File: src/rtl/count_sampler.sv
// Samples an upstream counter, queues each changed value in a small FIFO and
// delivers it over valid/ready; Done_o is sticky once EndVal has been popped.
// Optional build macro OVERFLOW_FLAG_EN adds a sticky Overflow_o port.
module count_sampler #(
  parameter int unsigned     Width  = 32,
  parameter int unsigned     Depth  = 4,
  parameter logic [Width-1:0] EndVal = Width'(64)
) (
  input  logic                       Clk_i,
  input  logic                       Reset_n_i,
  input  logic [Width-1:0]           Data_i,
  output logic                       Valid_o,
  output logic [Width-1:0]           Data_o,
  input  logic                       Ready_i,
  output logic [$clog2(Depth+1)-1:0] Level_o,
  output logic                       Done_o
`ifdef OVERFLOW_FLAG_EN
  ,
  output logic                       Overflow_o
`endif
);

  localparam int unsigned PW = $clog2(Depth);
  localparam int unsigned LW = $clog2(Depth + 1);

  localparam logic [1:0] ST_INIT   = 2'd0;
  localparam logic [1:0] ST_RUN    = 2'd1;
  localparam logic [1:0] ST_FINISH = 2'd2;
  localparam logic [1:0] ST_DONE   = 2'd3;

  logic [1:0]       state_q, state_d;
  logic [Width-1:0] prev_q, prev_d;
  logic [PW-1:0]    wr_ptr_q, wr_ptr_d;
  logic [PW-1:0]    rd_ptr_q, rd_ptr_d;
  logic [LW-1:0]    level_q, level_d;
  logic             done_q, done_d;
  logic [Width-1:0] mem_q [Depth];
  logic [Width-1:0] mem_d [Depth];

  logic             valid;
  logic             full;
  logic             pop;
  logic             push_req;
  logic             push_ok;
  logic [Width-1:0] head;

  always_comb begin
    valid    = (level_q != '0);
    full     = (level_q == LW'(Depth));
    head     = mem_q[rd_ptr_q];
    pop      = valid && Ready_i;
    push_req = 1'b0;
    state_d  = state_q;
    prev_d   = prev_q;
    done_d   = done_q;

    case (state_q)
      ST_INIT: begin
        push_req = 1'b1;
        prev_d   = Data_i;
        state_d  = (Data_i == EndVal) ? ST_FINISH : ST_RUN;
      end
      ST_RUN: begin
        // Prev is updated on every attempted push, so a dropped value is not retried.
        if (Data_i != prev_q) begin
          push_req = 1'b1;
          prev_d   = Data_i;
          if (Data_i == EndVal) state_d = ST_FINISH;
        end
      end
      ST_FINISH: begin
        if (pop && (head == EndVal)) begin
          state_d = ST_DONE;
          done_d  = 1'b1;
        end
      end
      default: begin
        done_d = 1'b1;
      end
    endcase

    // A full FIFO still accepts a push when the head leaves at the same edge.
    push_ok = push_req && (!full || pop);
  end

  always_comb begin
    mem_d    = mem_q;
    wr_ptr_d = wr_ptr_q;
    rd_ptr_d = rd_ptr_q;
    level_d  = level_q;
    if (push_ok) begin
      mem_d[wr_ptr_q] = Data_i;
      wr_ptr_d        = wr_ptr_q + 1'b1;
    end
    if (pop) rd_ptr_d = rd_ptr_q + 1'b1;
    case ({push_ok, pop})
      2'b10:   level_d = level_q + 1'b1;
      2'b01:   level_d = level_q - 1'b1;
      default: level_d = level_q;
    endcase
  end

  always_ff @(posedge Clk_i or negedge Reset_n_i) begin
    if (!Reset_n_i) begin
      state_q  <= ST_INIT;
      prev_q   <= '0;
      wr_ptr_q <= '0;
      rd_ptr_q <= '0;
      level_q  <= '0;
      done_q   <= 1'b0;
      for (int unsigned i = 0; i < Depth; i++) mem_q[i] <= '0;
    end else begin
      state_q  <= state_d;
      prev_q   <= prev_d;
      wr_ptr_q <= wr_ptr_d;
      rd_ptr_q <= rd_ptr_d;
      level_q  <= level_d;
      done_q   <= done_d;
      for (int unsigned i = 0; i < Depth; i++) mem_q[i] <= mem_d[i];
    end
  end

  assign Valid_o = valid;
  assign Data_o  = valid ? head : '0;
  assign Level_o = level_q;
  assign Done_o  = done_q;

`ifdef OVERFLOW_FLAG_EN
  logic ovf_q, ovf_d;

  always_comb begin
    ovf_d = ovf_q || (push_req && !push_ok);
  end

  always_ff @(posedge Clk_i or negedge Reset_n_i) begin
    if (!Reset_n_i) ovf_q <= 1'b0;
    else            ovf_q <= ovf_d;
  end

  assign Overflow_o = ovf_q;

  a_no_drop_below_full: assert property (
    @(posedge Clk_i) disable iff (!Reset_n_i)
    (push_req && (level_q < LW'(Depth))) |-> push_ok
  );
`endif

endmodule

File: config.mk
export PLATFORM = sky130hd
export DESIGN_NAME = count_sampler
export DESIGN_NICKNAME = d
export VERILOG_FILES = /design/src/rtl/count_sampler.sv
export SDC_FILE = /design/constraint.sdc
export NUM_CORES = 1
export LEC_CHECK = 0
export CORE_MARGIN = 5
export CORE_UTILIZATION = 57
export DETAILED_ROUTE_END_ITERATION = 6
export DONT_BUFFER_PORTS = 1
export GPL_ROUTABILITY_DRIVEN = 0
export PLACE_DENSITY_LB_ADDON = 0.2
export SETUP_SLACK_MARGIN = 0.05
export SLEW_MARGIN = 20
export SYNTH_ARGS = -nofsm -noshare
export SYNTH_HDL_FRONTEND = slang
export SYNTH_SLANG_ARGS = --single-unit
File: constraint.sdc
create_clock -name Clk_i -period 3.1 [get_ports Clk_i]
set_input_delay 0.62 -clock Clk_i [delete_from_list [all_inputs] [get_ports Clk_i]]
set_output_delay 0.62 -clock Clk_i [all_outputs]
set_load 0.05 [all_outputs]
==> Flow_metrics.wiki <==
{| class="wikitable"
! Metric !! Value
|-
| Number of synthesized flops with an enable pin || 0
|-
| Slew at the pin closest to its max-slew limit || 0.523 ns
|-
| Non-filler cells in the finished layout || 786
|-
| Antenna violations before repair || 0
|-
| RSZ-0062 raised after global routing || false
|-
| Number of I/O pins || 72
|-
| Post-layout net count || 639
|-
| Hpwl dp || 12.1 mm
|-
| Residual antenna-violating net count after detailed routing || 0
|-
| Clock tree from TritonCTS || yes
|-
| Top cell type's share of synthesized area || 53.4%
|-
| Largest net degree at the start of global routing || 171
|-
| Buffer cell driving the clock tree root || sky130_fd_sc_hd__clkbuf_16
|-
| Number of clock sinks || 170
|-
| Die Span X || 128 um
|-
| Inserted Diodes || 0
|-
| Arrival @ worst endpoint || 3.35 ns
|-
| Number of inserted filler cells in the final layout || 917
|-
| Initial core utilization || 57.8%
|-
| Number of endpoints with negative hold slack in the final report || 170
|-
| Layout cells sized above 1 || 48.8%
|-
| Via total after detailed routing || 4791
|-
| Mean number of vias per cell || 6.10
|-
| Chip Height || 128 um
|-
| Final Slew Violations || 0
|-
| Total number of H-tree levels || 4
|-
| Worst hold margin || -0.112 ns
|-
| Max Clock Freq || 329 MHz
|-
| Core Footprint || 13800 um2
|-
| Synthesis-to-layout area growth || 21.5%
|-
| Clock Skew || 0.00745 ns
|-
| Violations in the final reports || negative hold slack
|-
| Total detailed-routing wirelength || 18.2 mm
|-
| Clock insertion delay at the later pin of the skew report || 0.43 ns
|-
| Buffer depth of the longest clock path || 2
|-
| Top post-synthesis cells by area || sky130_fd_sc_hd__dfrtp_1 (53%), sky130_fd_sc_hd__mux2_2 (23%), sky130_fd_sc_hd__mux4_2 (9.0%)
|-
| Grt ovf || 0
|-
| Element type at the critical path start || flip-flop
|-
| Worst min-delay path category || in2async
|-
| Maximum fanout along the worst path || 7
|-
| Reported max-cap violation count || 0
|-
| Headroom to the max-slew limit || 65.1%
|-
| GRT Overall Usage || 23.2%
|-
| Average detailed-routed wire length per instance || 23.1 um
|-
| Clock slew at reported path FFs || 0.06 ns
|-
| Area of the multi-input gates || 3590 um2
|-
| Post-synthesis cell area || 7970 um2
|-
| Cell count after synthesis || 536
|-
| Portion of the post-synthesis area used by sequential elements || 53.4%
|-
| Ys flop type || sky130_fd_sc_hd__dfrtp_1
|-
| Largest area contributor in the netlist || sky130_fd_sc_hd__dfrtp_1
|-
| Std cell rows || 43
|-
| Distinct cell type count after synthesis || 33
|-
| Flip-flop and latch count after synthesis || 170
|-
| Synthesis Warnings || 0
|-
| Total of buffers placed on input and output ports || 0
|-
| Iteration-0 DRC Markers || 211
|-
| Placed cell area || 8930 um2
|-
| Worst Path Class, Setup || reg2reg
|-
| Total negative slack for setup checks || 0 ns
|-
| Nets in the synthesized netlist || 581
|-
| Leading cell types in the layout, fill and taps excluded || sky130_fd_sc_hd__dfrtp_1 (169), sky130_fd_sc_hd__mux2_2 (161), sky130_fd_sc_hd__xor2_1 (34), sky130_fd_sc_hd__buf_12 (34)
|-
| Router iterations before antenna repair || 5
|-
| Type of destination of the critical path || flip-flop
|-
| Number of buffers created by CTS || 17
|-
| Share of async-settable or async-resettable flops after synthesis || 100%
|-
| Synth Area per Inst || 14.9 um2
|-
| Final standard cell area without fillers || 9680 um2
|-
| Req. time, crit path || 3.40 ns
|-
| Die outline area || 16400 um2
|-
| Post-layout min period || 3.04 ns
|-
| Number of global-route vias before repair || 5306
|-
| Area occupied by registers || 4260 um2
|-
| Number of design rule violations left after detail routing || 0
|-
| Reg2Reg Depth || 7
|-
| First-pass GRT wire length || 28.9 mm
|-
| Post-route fraction of the period consumed by the critical path || 98.1%
|-
| Result of the run || finished, violations left
|-
| Number of cells in the design after placement || 744
|-
| Most frequent standard cell in the layout excluding fill and tap cells || sky130_fd_sc_hd__dfrtp_1
|-
| Number of setup violations in the final report || 0
|}
## cells by family (layout without fill, tap and decap cells)
kind of cell             Yosys count  after routing  synth area share, %
AO/OA/AOI/OAI                     13             13                 1.21
XOR/XNOR                          38             38                 4.18
adder cells (fa/ha/maj)           10             10                 1.66
buffers and inverters             37            107                 1.87
flip-flops                       170            170                 53.4
multiplexers                     195            195                 32.1
AND/OR/NAND/NOR                   73             73                 5.61
## synthesized netlist by cell type (3+ instances only)
cell and number:
sky130_fd_sc_hd__dfrtp_1 170, sky130_fd_sc_hd__mux4_2 32, sky130_fd_sc_hd__inv_1 10, sky130_fd_sc_hd__ha_1 9, sky130_fd_sc_hd__nor2_1 4, sky130_fd_sc_hd__and2_1 32, sky130_fd_sc_hd__clkbuf_1 24, sky130_fd_sc_hd__nand4_1 5
sky130_fd_sc_hd__xor2_1 34, sky130_fd_sc_hd__nor4_1 20, sky130_fd_sc_hd__mux2_2 161, sky130_fd_sc_hd__xnor2_1 4, sky130_fd_sc_hd__nand2_1 3, sky130_fd_sc_hd__o211ai_1 4
## layout make-up
| class | instances | share of cell area (%) |
|---|---|---|
| multi-input combinational | 329 | 37.1 |
| inverter | 10 | 0.388 |
| clock inverter | 6 | 1.12 |
| sequential | 170 | 44.0 |
| clock buffer | 25 | 5.33 |
| tap | 180 | 2.33 |
| timing repair buffer | 66 | 9.73 |
## final timing paths
kind,from,end,slack [ns]
setup reg to reg,rd_ptr_q[0]$_DFFE_PN0P_,state_q[1]$_DFFE_PN0P_,0.06
setup / recovery,rd_ptr_q[0]$_DFFE_PN0P_,state_q[1]$_DFFE_PN0P_,0.06
hold / removal,Reset_n_i,mem_q[96]$_DFFE_PN0P_,-0.11
max in group asynchronous,Reset_n_i,rd_ptr_q[0]$_DFFE_PN0P_,2.92
min in group Clk_i,Data_i[17],mem_q[49]$_DFFE_PN0P_,0.34
hold reg to reg,mem_q[88]$_DFFE_PN0P_,mem_q[88]$_DFFE_PN0P_,0.50
## registers in the layout, indices dropped and copies added (netlist names)
register and count:
Done_o 1, Level_o 3, state_q 2, prev_q 32, mem_q 128, wr_ptr_q 2, rd_ptr_q 2
## worst max-delay path: stages, from the launching register on
cell	delay, ns
sky130_fd_sc_hd__dfrtp_2	0.44
sky130_fd_sc_hd__buf_4	0.14
sky130_fd_sc_hd__mux4_2	0.49
sky130_fd_sc_hd__or4_1	0.56
sky130_fd_sc_hd__or3_1	0.35
sky130_fd_sc_hd__o31a_1	0.33
sky130_fd_sc_hd__a211oi_2	0.27
sky130_fd_sc_hd__mux2_1	0.35
## timing repair
action	4_1_cts	5_1_grt
setup buffers	0	10
endpoints found under the hold margin	170	170
resized for setup	0	4
endpoints found under the setup margin	0	2
## routing by layer
| layer | global-route usage [%] | wire length, um | up-vias | share of wire, % |
|---|---|---|---|---|
| met5 | 0 | 0 | - | 0 |
| met1 | 29.7 | 7510 | 2541 | 41 |
| li1 | - | - | 2089 | - |
| met4 | 7.18 | 359 | 0 | 2.0 |
| met3 | 6.50 | 983 | 35 | 5.4 |
| met2 | 38.6 | 9330 | 126 | 51 |
## stage by stage
step | utilization (%) | worst slack [ns] | hold WS (ns)
floorplan | - | 0.202 | 0.324
global placement | 64.8 | 0.179 | 0.332
detailed placement | 64.8 | 0.118 | 0.333
CTS | 69.4 | 0.142 | -0.124
global route | 70.3 | 0.00973 | -0.131
finish | 70.3 | 0.0578 | -0.112
Power is not shown: default switching activity piles up to over one toggle a cycle in this logic, so the estimate is an artifact.
